`src/rtl/gpio_fnmux_pkg.sv`:
```
`default_nettype none
// ============================================================================
//  Module   : gpio_fnmux_pkg
//  Purpose  : Shared constants for the function-muxed GPIO pad controller:
//             register byte offsets, FNSEL field geometry, the idle level
//             presented on fn_i, and a byte-lane mask helper.
//  Ports    : none (package)
//  Revision : 1.0 - initial release
// ============================================================================
package gpio_fnmux_pkg;

  // Register byte offsets (only address bits [7:2] are decoded)
  localparam logic [7:0] OFF_ID         = 8'h00;
  localparam logic [7:0] OFF_GPIO_OUT   = 8'h04;
  localparam logic [7:0] OFF_GPIO_OE    = 8'h08;
  localparam logic [7:0] OFF_GPIO_IN    = 8'h0C;
  localparam logic [7:0] OFF_RISE_EN    = 8'h10;
  localparam logic [7:0] OFF_FALL_EN    = 8'h14;
  localparam logic [7:0] OFF_IRQ_STAT   = 8'h18;
  localparam logic [7:0] OFF_FILT_EN    = 8'h1C;
  localparam logic [5:0] FNSEL_BASE_IDX = 6'd8;   // word index of FNSEL_0

  // FNSEL geometry: 4-bit field per pad, 8 pads per 32-bit register
  localparam int FNSEL_W       = 4;
  localparam int FNSEL_PER_REG = 8;

  typedef logic [FNSEL_W-1:0] fnsel_t;

  // Level seen by a peripheral when its pad is not routed to it; high is
  // the idle state for UART RX and I2C lines.
  localparam logic FN_I_IDLE = 1'b1;

  function automatic logic [31:0] lane_mask(input logic [3:0] sel);
    return {{8{sel[3]}}, {8{sel[2]}}, {8{sel[1]}}, {8{sel[0]}}};
  endfunction

endpackage
`default_nettype wire

```
`src/rtl/gpio_fnmux_infilt.sv`:
```
`default_nettype none
// ============================================================================
//  Module   : gpio_infilt
//  Purpose  : One pad's GPIO input path: multi-stage synchroniser, optional
//             debounce filter and registered edge detector.
//  Ports    : clk, rst      - clock, asynchronous active-high reset
//             pad_i         - raw asynchronous pad input
//             filt_en       - debounce enable for this pad
//             f             - filtered input level
//             rise / fall   - single-cycle edge indications on f
//  Revision : 1.0 - initial release
// ============================================================================
module gpio_infilt #(
  parameter int SYNC_STAGES = 2,
  parameter int FILT_W      = 4
) (
  input  logic clk,
  input  logic rst,
  input  logic pad_i,
  input  logic filt_en,
  output logic f,
  output logic rise,
  output logic fall
);

  logic [SYNC_STAGES-1:0] r_sync;
  logic [FILT_W-1:0]      r_cnt;
  logic                   r_f;
  logic                   r_f_d;
  logic                   w_s;

  assign w_s = r_sync[SYNC_STAGES-1];

  always_ff @(posedge clk or posedge rst) begin
    if (rst) begin
      r_sync <= '0;
      r_cnt  <= '0;
      r_f    <= 1'b0;
      r_f_d  <= 1'b0;
    end else begin
      r_sync <= {r_sync[SYNC_STAGES-2:0], pad_i};
      r_f_d  <= r_f;
      if (!filt_en) begin
        // Holding the counter at zero while disabled means any toggle of
        // filt_en starts the filter from a clean count.
        r_f   <= w_s;
        r_cnt <= '0;
      end else if (w_s == r_f) begin
        r_cnt <= '0;
      end else if (r_cnt == '1) begin
        r_f   <= w_s;
        r_cnt <= '0;
      end else begin
        r_cnt <= r_cnt + 1'b1;
      end
    end
  end

  assign f    = r_f;
  assign rise = r_f & ~r_f_d;
  assign fall = ~r_f & r_f_d;

endmodule
`default_nettype wire

```
`src/rtl/gpio_fnmux.sv`:
```
`default_nettype none
// ============================================================================
//  Module   : gpio_fnmux
//  Purpose  : Pad controller selecting, per pad, GPIO (function 0) or one of
//             NFN-1 peripheral functions. Holds GPIO out/OE/in registers,
//             debounced inputs and edge-triggered interrupt status behind a
//             classic Wishbone slave.
//  Ports    : clk, rst              - clock, asynchronous active-high reset
//             wb_*                  - Wishbone slave (wb_dat_i = read data out,
//                                     wb_dat_o = write data in)
//             fn_o / fn_oe          - peripheral outputs, index p*NFN+f
//             fn_i                  - peripheral inputs, one per pad
//             pad_o / pad_oe / pad_i- IO bank pad signals
//             irq                   - level interrupt
//  Revision : 1.0 - initial release
// ============================================================================
module gpio_fnmux
  import gpio_fnmux_pkg::*;
#(
  parameter int          NPADS       = 22,
  parameter int          NFN         = 4,
  parameter int          SYNC_STAGES = 2,
  parameter int          FILT_W      = 4,
  parameter logic [15:0] SYSINFO     = 16'h0
) (
  input  logic                 clk,
  input  logic                 rst,
  input  logic [31:0]          wb_adr,
  output logic [31:0]          wb_dat_i,
  input  logic [31:0]          wb_dat_o,
  input  logic                 wb_we,
  input  logic [3:0]           wb_sel,
  input  logic                 wb_stb,
  input  logic                 wb_cyc,
  output logic                 wb_ack,
  input  logic [NPADS*NFN-1:0] fn_o,
  input  logic [NPADS*NFN-1:0] fn_oe,
  output logic [NPADS-1:0]     fn_i,
  output logic [NPADS-1:0]     pad_o,
  output logic [NPADS-1:0]     pad_oe,
  input  logic [NPADS-1:0]     pad_i,
  output logic                 irq
);

  localparam int         NFNSEL    = (NPADS + FNSEL_PER_REG - 1) / FNSEL_PER_REG;
  localparam logic [5:0] NFNSEL_W6 = 6'(NFNSEL);

  logic [NPADS-1:0]         r_gpio_out, r_gpio_oe, r_rise_en, r_fall_en;
  logic [NPADS-1:0]         r_irq_stat, r_filt_en;
  logic [NPADS*FNSEL_W-1:0] r_fnsel;
  logic                     r_ack, r_irq;
  logic [31:0]              r_rdata;

  logic                     w_req, w_wr, w_fn_hit;
  logic [7:0]               w_off;
  logic [5:0]               w_fn_idx;
  logic [31:0]              w_lmask, w_rdata;
  logic [NPADS-1:0]         w_pmask, w_wd, w_w1c, w_set;
  logic [NPADS-1:0]         w_gpio_in, w_rise, w_fall;
  logic [NFNSEL*32-1:0]     w_fnsel_win;

  // A new request is only taken while ack is low, giving one ack per two cycles.
  assign w_req    = wb_cyc & wb_stb & ~r_ack;
  assign w_wr     = w_req & wb_we;
  assign w_off    = {wb_adr[7:2], 2'b00};
  assign w_fn_idx = wb_adr[7:2] - FNSEL_BASE_IDX;
  assign w_fn_hit = (wb_adr[7:2] >= FNSEL_BASE_IDX) && (w_fn_idx < NFNSEL_W6);
  assign w_lmask  = lane_mask(wb_sel);
  assign w_pmask  = w_lmask[NPADS-1:0];
  assign w_wd     = wb_dat_o[NPADS-1:0];
  assign w_w1c    = (w_wr && w_off == OFF_IRQ_STAT) ? (w_wd & w_pmask) : '0;
  assign w_set    = (w_rise & r_rise_en) | (w_fall & r_fall_en);

  // FNSEL fields of pads that do not exist read back as zero.
  always_comb begin
    w_fnsel_win = '0;
    w_fnsel_win[NPADS*FNSEL_W-1:0] = r_fnsel;
  end

  always_comb begin
    w_rdata = '0;
    case (w_off)
      OFF_ID:       w_rdata = {8'(NFN), 8'(NPADS), SYSINFO};
      OFF_GPIO_OUT: w_rdata[NPADS-1:0] = r_gpio_out;
      OFF_GPIO_OE:  w_rdata[NPADS-1:0] = r_gpio_oe;
      OFF_GPIO_IN:  w_rdata[NPADS-1:0] = w_gpio_in;
      OFF_RISE_EN:  w_rdata[NPADS-1:0] = r_rise_en;
      OFF_FALL_EN:  w_rdata[NPADS-1:0] = r_fall_en;
      OFF_IRQ_STAT: w_rdata[NPADS-1:0] = r_irq_stat;
      OFF_FILT_EN:  w_rdata[NPADS-1:0] = r_filt_en;
      default: begin
        for (int k = 0; k < NFNSEL; k++) begin
          if (w_fn_hit && w_fn_idx == 6'(k)) w_rdata = w_fnsel_win[k*32 +: 32];
        end
      end
    endcase
  end

  always_ff @(posedge clk or posedge rst) begin
    if (rst) begin
      r_ack      <= 1'b0;
      r_rdata    <= '0;
      r_irq      <= 1'b0;
      r_gpio_out <= '0;
      r_gpio_oe  <= '0;
      r_rise_en  <= '0;
      r_fall_en  <= '0;
      r_irq_stat <= '0;
      r_filt_en  <= '0;
      r_fnsel    <= '0;
    end else begin
      r_ack   <= w_req;
      r_rdata <= w_req ? w_rdata : '0;
      r_irq   <= |r_irq_stat;
      // A new event in the same cycle as a clearing write keeps the bit set.
      r_irq_stat <= (r_irq_stat & ~w_w1c) | w_set;
      if (w_wr) begin
        case (w_off)
          OFF_GPIO_OUT: r_gpio_out <= (r_gpio_out & ~w_pmask) | (w_wd & w_pmask);
          OFF_GPIO_OE:  r_gpio_oe  <= (r_gpio_oe  & ~w_pmask) | (w_wd & w_pmask);
          OFF_RISE_EN:  r_rise_en  <= (r_rise_en  & ~w_pmask) | (w_wd & w_pmask);
          OFF_FALL_EN:  r_fall_en  <= (r_fall_en  & ~w_pmask) | (w_wd & w_pmask);
          OFF_FILT_EN:  r_filt_en  <= (r_filt_en  & ~w_pmask) | (w_wd & w_pmask);
          default: ;
        endcase
      end
      // Each 4-bit field sits inside one byte lane (two fields per lane).
      for (int p = 0; p < NPADS; p++) begin
        if (w_wr && w_fn_hit && w_fn_idx == 6'(p / FNSEL_PER_REG) &&
            wb_sel[(p % FNSEL_PER_REG) / 2]) begin
          r_fnsel[p*FNSEL_W +: FNSEL_W] <= wb_dat_o[(p % FNSEL_PER_REG)*FNSEL_W +: FNSEL_W];
        end
      end
    end
  end

  assign wb_ack   = r_ack;
  assign wb_dat_i = r_rdata;
  assign irq      = r_irq;

  generate
    for (genvar p = 0; p < NPADS; p++) begin : g_pad
      fnsel_t w_sel;
      logic   w_po, w_poe, w_fi;

      assign w_sel = r_fnsel[p*FNSEL_W +: FNSEL_W];

      always_comb begin
        w_po  = r_gpio_out[p];
        w_poe = r_gpio_oe[p];
        w_fi  = FN_I_IDLE;
        if (w_sel != '0) begin
          // Selections beyond the implemented functions park the pad tristated.
          w_po  = 1'b0;
          w_poe = 1'b0;
          for (int f = 1; f < NFN; f++) begin
            if (w_sel == fnsel_t'(f)) begin
              w_po  = fn_o[p*NFN+f];
              w_poe = fn_oe[p*NFN+f];
              w_fi  = pad_i[p];
            end
          end
        end
      end

      assign pad_o[p]  = w_po;
      assign pad_oe[p] = w_poe;
      assign fn_i[p]   = w_fi;

      gpio_infilt #(
        .SYNC_STAGES(SYNC_STAGES),
        .FILT_W     (FILT_W)
      ) u_infilt (
        .clk    (clk),
        .rst    (rst),
        .pad_i  (pad_i[p]),
        .filt_en(r_filt_en[p]),
        .f      (w_gpio_in[p]),
        .rise   (w_rise[p]),
        .fall   (w_fall[p])
      );
    end
  endgenerate

  // Address bits outside [7:2], function-0 slots of fn_o/fn_oe and lane
  // bits above NPADS carry no meaning here.
  logic unused_bits;
  assign unused_bits = ^{wb_adr[31:8], wb_adr[1:0], fn_o, fn_oe, w_lmask, wb_dat_o};

endmodule
`default_nettype wire

```
`config.mk`:
```
export PLATFORM = sky130hd
export DESIGN_NAME = gpio_fnmux
export DESIGN_NICKNAME = d
export VERILOG_FILES = /design/src/rtl/gpio_fnmux_pkg.sv /design/src/rtl/gpio_fnmux_infilt.sv /design/src/rtl/gpio_fnmux.sv
export SDC_FILE = /design/constraint.sdc
export NUM_CORES = 1
export LEC_CHECK = 0
export BUFFER_PORTS_ARGS = -buffer_cell sky130_fd_sc_hd__clkbuf_2
export CAP_MARGIN = 20
export CORE_MARGIN = 2
export CORE_UTILIZATION = 30
export DETAILED_ROUTE_END_ITERATION = 10
export SYNTH_ARGS = -nofsm -noshare
export SYNTH_HDL_FRONTEND = slang
export SYNTH_HIERARCHICAL = 1
export SYNTH_SLANG_ARGS = --single-unit
```
`constraint.sdc`:
```
create_clock -name clk -period 21.4 [get_ports clk]
set_clock_uncertainty 0.05 [all_clocks]
set_input_delay 4.28 -clock clk [delete_from_list [all_inputs] [get_ports clk]]
set_output_delay 4.28 -clock clk [all_outputs]
set_load 0.1 [all_outputs]
```
# Yosys cells after proc, flatten, opt, wreduce, memory -nomap -nowiden
# Cells that the tools add are included.
# word_totals
register_bits	430
output_inout_bits	100
wordCells	882
# op_classes
addsub	23
magnitude_cmp	2
eq_ne	163
muxes	403
n_bitwise	110
n_reduce_logical	73
# op_table
operator	count
two-way mux 1 bit	330
two-way mux 4 bit	66
bitwise AND 22 bit	9
equality test 4 x 2 -> 1 bit, second input constant	44
case mux 22 bit (8 select lines)	1
bitwise OR 22 bit	7
two-way mux 32 bit	4
adder 4 x 1 -> 4 bit, second input constant	22
equality test 4 x 1 -> 1 bit, second input constant	22
equality test 4 bit, second input constant	22
nonzero test 4 bit	22
AND reduction 2 bit	27
bitwise AND 1 bit	47
inverter 1 bit	45
!= test 2 x 1 -> 1 bit, second input constant	22
!= test 2 bit, second input constant	22
inverter 22 bit	2
equality test 6 x 3 -> 1 bit, second input constant	4
equality test 1 bit	22
two-way mux 22 bit	1
OR reduction 22 bit	1
logical AND 1 bit	20
case mux 10 bit (2 select lines)	1
equality test 6 x 2 -> 1 bit, second input constant	3
7 further kinds	8

# Logic depth before layout (Yosys ltp)
# Gate-level depths: netlist of the first run.
# depth
word_depth	9
mapped_depth	8

# Modules after synthesis
# The synthesis of the first run kept the hierarchy.
# modules_own_cells
module	instances	cells_each	area_each_um2	seq_area_each_um2
gpio_fnmux	1	1054	13586.8	6356.1
gpio_infilt	22	24	306.5	200.2

# Worst setup path after synthesis of the first run
# Ideal clock, no wire load.
# synth_timing
path_kind	in2out
start	input port fn_o[43]
end	output port pad_o[10]
arrival_ns	5.079
path_slack_ns	11.991
cell_stages	3
n_path_buf	1
cell_sequence	mux4_2 nor3b_1 buf_4
# synth_via
elab_chain_cells	2
# synth_rtl
item	line	source
start: declaration	gpio_fnmux.sv:36	input logic [NPADS*NFN-1:0] fn_o,
two-way mux 1 bit	gpio_fnmux.sv:157	if (w_sel == fnsel_t'(f)) begin
two-way mux 1 bit	gpio_fnmux.sv:152	if (w_sel != '0) begin
end: declaration	gpio_fnmux.sv:39	output logic [NPADS-1:0] pad_o,
# No other way between the ends.

# Worst setup path in the final report of the first run
# layout_timing
start	input port fn_oe[59]
end	output port pad_oe[14]
# layout_via
elab_chain_cells	2
# layout_rtl
item	line	source
start: declaration	gpio_fnmux.sv:37	input logic [NPADS*NFN-1:0] fn_oe,
two-way mux 1 bit	gpio_fnmux.sv:157	
two-way mux 1 bit	gpio_fnmux.sv:152	
end: declaration	gpio_fnmux.sv:40	output logic [NPADS-1:0] pad_oe,
# No other way between the ends.

==> metrics.cfg, run 1 <==
[grt]
first_global_vias = 15034
grt_pass1_wl_mm = 95.3
grt_max_degree = 119
track_usage = 0.182
grt_antenna_before_repair = 8
grt.overflow.total = 0

[cts]
postCtsHoldBufs = 0
post_cts_buffers = 0
cts_buffer_depth = 3
clock_sinks = 430
path_clk_slew_ns = 0.06
htreeDepth = 2
cts_resized = 0
worstSkewPairLatency_ns = 0.58
ctsRootBufferMaster = clkbuf_16
cts_inserted_buffers = 46
cts_tree = yes

[sta]
tightest_slew_ns = 1.07
setup_viol = 0
period_minus_slack_ns = 9.78
relSlewSlack = 0.284
layout_setup_ws_ns = 11.62
period_share = 0.457
drv_slew = 0
hold_violations = 0
rsz0062_at_grt = no
hold_ws_ns = 0.292
fmax_mhz = 102
finalSetupTns_ns = 0

[logic_synthesis]
yosys.cell_types.count = 50
synth_top_flop_cell = dfrtp_1
netlist_instances = 1582
async_flop_share = 1.00
syn_area_per_cell_sq_um = 12.9
synth_nets = 1876
ys_warn_count = 6
ys_seq_area_frac = 0.529
syn_area_sq_um = 20300
ys_ff_latch = 430
synth_enable_flop_cells = 0

[placed_design]
gp_congestion = 0.837
portBuffers = 300
dp_hpwl_mm = 47.0
dp_slack_ns = 11.61
placed_cell_area_sq_um = 22400

[critical_path]
cp_max_fo = 1
crit_path_end_kind = primary output
critPathRequiredTime_ns = 17.07
worstSetupPathType = input pin to primary output
worst_setup_path_start_kind = input pin
arrival_ns = 5.45

[power]
leakagePower_nw = 11.8
power_density_nw_per_um2 = 79.3
peakVddDrop_mv = 0.0596
power_mw = 1.90

[floorplan]
die-area_sq_um = 69900
die_h_microns = 264
floorplan.initialDensity = 0.303
core_sq_um = 67200
pin_count = 371
fp.dieW_microns = 264
num_rows = 95

[finish]
multiInputGateArea_sq_um = 8800
syn_to_final_growth_pct = 17.9
fillers = 6457
finish.instance_area_sq_um = 24000
drive_gt1_frac = 0.354
seq_area_sq_um = 10800
final_nets = 2125

[route]
via_per_inst = 5.20
drtIter0Drc = 899
route.vias.total = 14260
wl_per_cell_microns = 23.2
drc = 0
drt_wl_total_mm = 63.7
ant_nets = 0
first_pass_iters = 5

[min_path]
hp-class = register to register

[status]
status = finished, final reports clean

[run]
cap_violations = 0

worst paths after layout:
kind	from	endpoint	slack [ns]	cells past startpoint
min in group asynchronous	rst	g_pad[11].u_infilt/r_f_d	4.34	2
max in group asynchronous	rst	r_fnsel[22]	14.65	5
min	g_pad[9].u_infilt/r_sync[0]	g_pad[9].u_infilt/r_sync[1]	0.29	0
min reg2reg	g_pad[9].u_infilt/r_sync[0]	g_pad[9].u_infilt/r_sync[1]	0.29	0
max reg2reg	wb_ack	register	18.60	4
max	fn_oe[59]	pad_oe[14]	11.62	4
Yosys cell counts, types with 4 or more instances:
cell type | n | share of area
mux2_1 | 23 | 0.013
and3_1 | 51 | 0.016
a211oi_1 | 35 | 0.013
xor2_1 | 67 | 0.029
nand3_1 | 67 | 0.016
a2111oi_0 | 5 | 0.0022
nand2_1 | 42 | 0.0078
and2_1 | 8 | 0.0025
and2b_1 | 22 | 0.0081
a21oi_1 | 7 | 0.0017
buf_4 | 66 | 0.024
o21ai_0 | 38 | 0.0094
dfrtp_1 | 430 | 0.53
nor2b_1 | 24 | 0.0074
clkbuf_1 | 21 | 0.0039
mux4_2 | 54 | 0.060
nor3b_1 | 45 | 0.017
nor2_1 | 79 | 0.015
buf_2 | 23 | 0.0057
nor4b_1 | 4 | 0.0017
nand4_1 | 4 | 0.0012
nand2b_1 | 4 | 0.0012
a21boi_0 | 22 | 0.0081
a221o_1 | 23 | 0.011
inv_1 | 28 | 0.0052
mux2_2 | 202 | 0.11
a22oi_1 | 8 | 0.0030
nor4_1 | 4 | 0.0012
nor3_1 | 49 | 0.012
ha_1 | 23 | 0.014
mux2i_1 | 64 | 0.032
o22ai_1 | 10 | 0.0031
layer usage:
| metal | wire, microns | vias to the layer above | track usage |
|---|---|---|---|
| met1 | 27000 | 7395 | 0.234 |
| met5 | 69 | - | 0 |
| met4 | 2130 | 10 | 0.0630 |
| met3 | 4680 | 103 | 0.0497 |
| met2 | 29800 | 502 | 0.294 |
| li1 | - | 6250 | - |
critical path, stage by stage:
cell	delay [ns]
clkbuf_2	0.10
mux4_2	0.21
nor3b_1	0.32
clkbuf_2	0.53
cell type report:
type / count / share of cell area
sequential: 430 / 0.449
multi-input combinational: 1012 / 0.367
timing repair buffer: 313 / 0.0677
clock buffer: 69 / 0.0581
tap: 873 / 0.0456
clock inverter: 13 / 0.00736
inverter: 28 / 0.00470
antenna: 2 / 0.000209
report_power, final:
part           internal, mW  switching (mW)
logic                0.0694           0.127
clock network         0.497           0.330
registers             0.843          0.0339
total                  1.41           0.491
cells in the final DEF (no fill, tap or decap), types with 49 or more instances in the layout:
cell,instances
mux2i_1,64
clkbuf_16,49
xor2_1,67
mux4_2,54
nor2_1,79
clkbuf_2,299
mux2_2,202
dfrtp_1,430
and3_1,51
nand3_1,67
stage by stage:
stage          cells   util
5_1_grt         2740  0.357
6_report        2740  0.357
2_1_floorplan   1582      -
4_1_cts         2736  0.356
3_5_place_dp    2654  0.333
3_3_place_gp    2654  0.333
cell families (layout without fill, tap and decap cells):
family / count (synthesis) / after routing / share of synthesized area
simple gates: 425 / 425 / 0.118
mux: 343 / 343 / 0.216
compound gates: 154 / 154 / 0.0542
other cells: 0 / 2 / 0
fa+ha+maj: 23 / 23 / 0.0142
xor+xnor: 67 / 67 / 0.0289
flops: 430 / 430 / 0.529
buf+inv: 140 / 423 / 0.0394
(Power assumes the default switching activity.)
==> run 2, diff against run 1 <==
==> constraint.sdc (replaced) <==
create_clock -name clk -period 8.8 [get_ports clk]
set_clock_uncertainty 0.05 [all_clocks]
set_input_delay 1.76 -clock clk [delete_from_list [all_inputs] [get_ports clk]]
set_output_delay 1.76 -clock clk [all_outputs]
set_load 0.1 [all_outputs]
==> metrics.cfg, run 2 (synthesized netlist as in run 1, its figures left out) <==
[power]
internal-power_mw = 3.40  ; +140%
peakVddDrop_mv = 0.120  ; +100%
pwr-share-comb = 0.104  ; about the same
power.switching_mw = 1.20  ; +140%
leakagePower_nw = 11.8  ; -0.19%
power_density_nw_per_um2 = 192  ; +140%
switching_share = 0.260  ; +0.00184
power_mw = 4.60  ; +140%
p_clk_frac = 0.433  ; -0.002
seqPwrFrac = 0.464  ; +0.003

[sta]
tightest_slew_ns = 1.10  ; +0.0289 ns
drv_slew = 0  ; unchanged
hold_violations = 0  ; unchanged
rsz0062_at_grt = no
setup_viol = 0  ; unchanged
relSlewSlack = 0.259  ; -0.0254
period_share = 0.543
fmax_mhz = 209
finalSetupTns_ns = 0  ; unchanged
period_minus_slack_ns = 4.78

[finish]
final_common_cell = dfrtp_1
fillers = 6536  ; +1.2%
finish.instance_area_sq_um = 23900  ; -0.19%
final_cell_mix = 430 x dfrtp_1, 299 x clkbuf_2, 202 x mux2_2
seq_area_sq_um = 10800  ; unchanged
final_nets = 2123  ; -0.094%
syn_to_final_growth_pct = 17.6
multiInputGateArea_sq_um = 8800  ; unchanged
drive_gt1_frac = 0.355  ; about the same

[route]
drt_wl_total_mm = 63.6  ; -0.16%
via_per_inst = 5.26  ; +1.0%
drtIter0Drc = 912  ; +1.4%
route.vias.total = 14397  ; +0.96%
first_pass_iters = 5  ; unchanged
ant_nets = 0  ; unchanged
wl_per_cell_microns = 23.2  ; -0.12%
drc = 0  ; unchanged

[critical_path]
arrival_ns = 2.97  ; -2.48 ns
critPathRequiredTime_ns = 6.99  ; -10.08 ns
cp_max_fo = 1  ; unchanged
worst_setup_path_start_kind = input pin
r2r_slack_ns = 5.96  ; -12.64 ns
worstSetupPathType = input pin to primary output
crit_path_end_kind = primary output

[cts]
cts_tree = yes
htreeDepth = 2  ; unchanged
postCtsHoldBufs = 0  ; unchanged
worstSkewPairLatency_ns = 0.58  ; about the same
clock_sinks = 430  ; unchanged
cts_inserted_buffers = 46  ; unchanged
post_cts_buffers = 0  ; unchanged
cts_resized = 0  ; unchanged
path_clk_slew_ns = 0.06  ; about the same
ctsRootBufferMaster = clkbuf_16
cts_buffer_depth = 3  ; unchanged

[grt]
grt_pass1_wl_mm = 95.8  ; +0.56%
use_met2 = 0.295  ; +0.000925
track_usage = 0.182  ; about the same
grt_busiest_layer = met2
first_global_vias = 15015  ; -0.13%
grt_util_met3 = 0.0461  ; -0.00354
grt_use_met1 = 0.237  ; +0.00320
grt_antenna_before_repair = 9  ; +1
grt_max_degree = 121  ; +1.7%
grt.overflow.total = 0  ; unchanged

[floorplan]
fp.dieW_microns = 264  ; unchanged
num_rows = 95  ; unchanged
die_h_microns = 264  ; unchanged
floorplan.initialDensity = 0.303  ; unchanged
pin_count = 371  ; unchanged
die-area_sq_um = 69900  ; unchanged
core_sq_um = 67200  ; unchanged

[min_path]
hp-class = register to register

[placed_design]
placed_cell_area_sq_um = 22400  ; unchanged
gp_congestion = 0.833  ; -0.57%
dp_hpwl_mm = 47.0  ; about the same
portBuffers = 300  ; unchanged

[run]
cap_violations = 0  ; unchanged

[status]
status = finished, final reports clean

[run 2: cell count changes in the layout (fill, tap and decap cells not counted), sizes merged]
cell and delta:
buf -2, clkinv -2, inv +1, bufinv -2, clkinvlp +1, clkbuf +3
[run 2: final cells by class]
class	count	share of cell area
clock buffers	72	0.0603
multi-input cells	1012	0.368
diodes	2	0.000209
clock inverters	11	0.00481
well taps	873	0.0457
inverters	28	0.00471
repair buffers	311	0.0663
flip-flops and latches	430	0.450
[run 2: worst paths after layout]
path | startpoint | end | depth (start not counted)
hold / removal | g_pad[21].u_infilt/r_sync[0] | g_pad[21].u_infilt/r_sync[1] | 0
max in group asynchronous | rst | wb_dat_i[27] | 3
min in group asynchronous | rst | g_pad[11].u_infilt/r_sync[1] | 2
hold reg to reg | g_pad[21].u_infilt/r_sync[0] | g_pad[21].u_infilt/r_sync[1] | 0
setup / recovery | fn_oe[81] | pad_oe[20] | 4
setup reg to reg | wb_ack | register | 4
[run 2: through the flow]
step	util	setup WS (ns)	hold slack (ns)	instances
after floorplan	-	0.00496	0.281	1582
after global placement	0.333	3.74	0.282	2654
after detailed placement	0.333	3.73	0.286	2654
after CTS	0.356	4.05	0.298	2737
after global routing	0.356	4.03	0.305	2738
final	0.356	4.02	0.298	2739
[run 2: critical path, stage by stage]
cell	delay (ns)
clkbuf_2	0.08
mux4_2	0.21
nor3b_1	0.38
clkbuf_2	0.55
[run 2: layer usage]
metal  up-vias  share of wire
met1      7505           0.42
met5         -         0.0014
met2       519           0.47
met3        97          0.074
met4        14          0.029
li1       6262              -
[run 2: power groups by stage]
stage / sequential, mW / combinational, mW / clock (mW)
floorplan: 2.14 / 0.339 / 0
global placement: 2.16 / 0.468 / 0
detailed placement: 2.17 / 0.478 / 0
CTS: 2.13 / 0.480 / 2.03
global route: 2.14 / 0.512 / 2.11
finish: 2.13 / 0.476 / 1.99
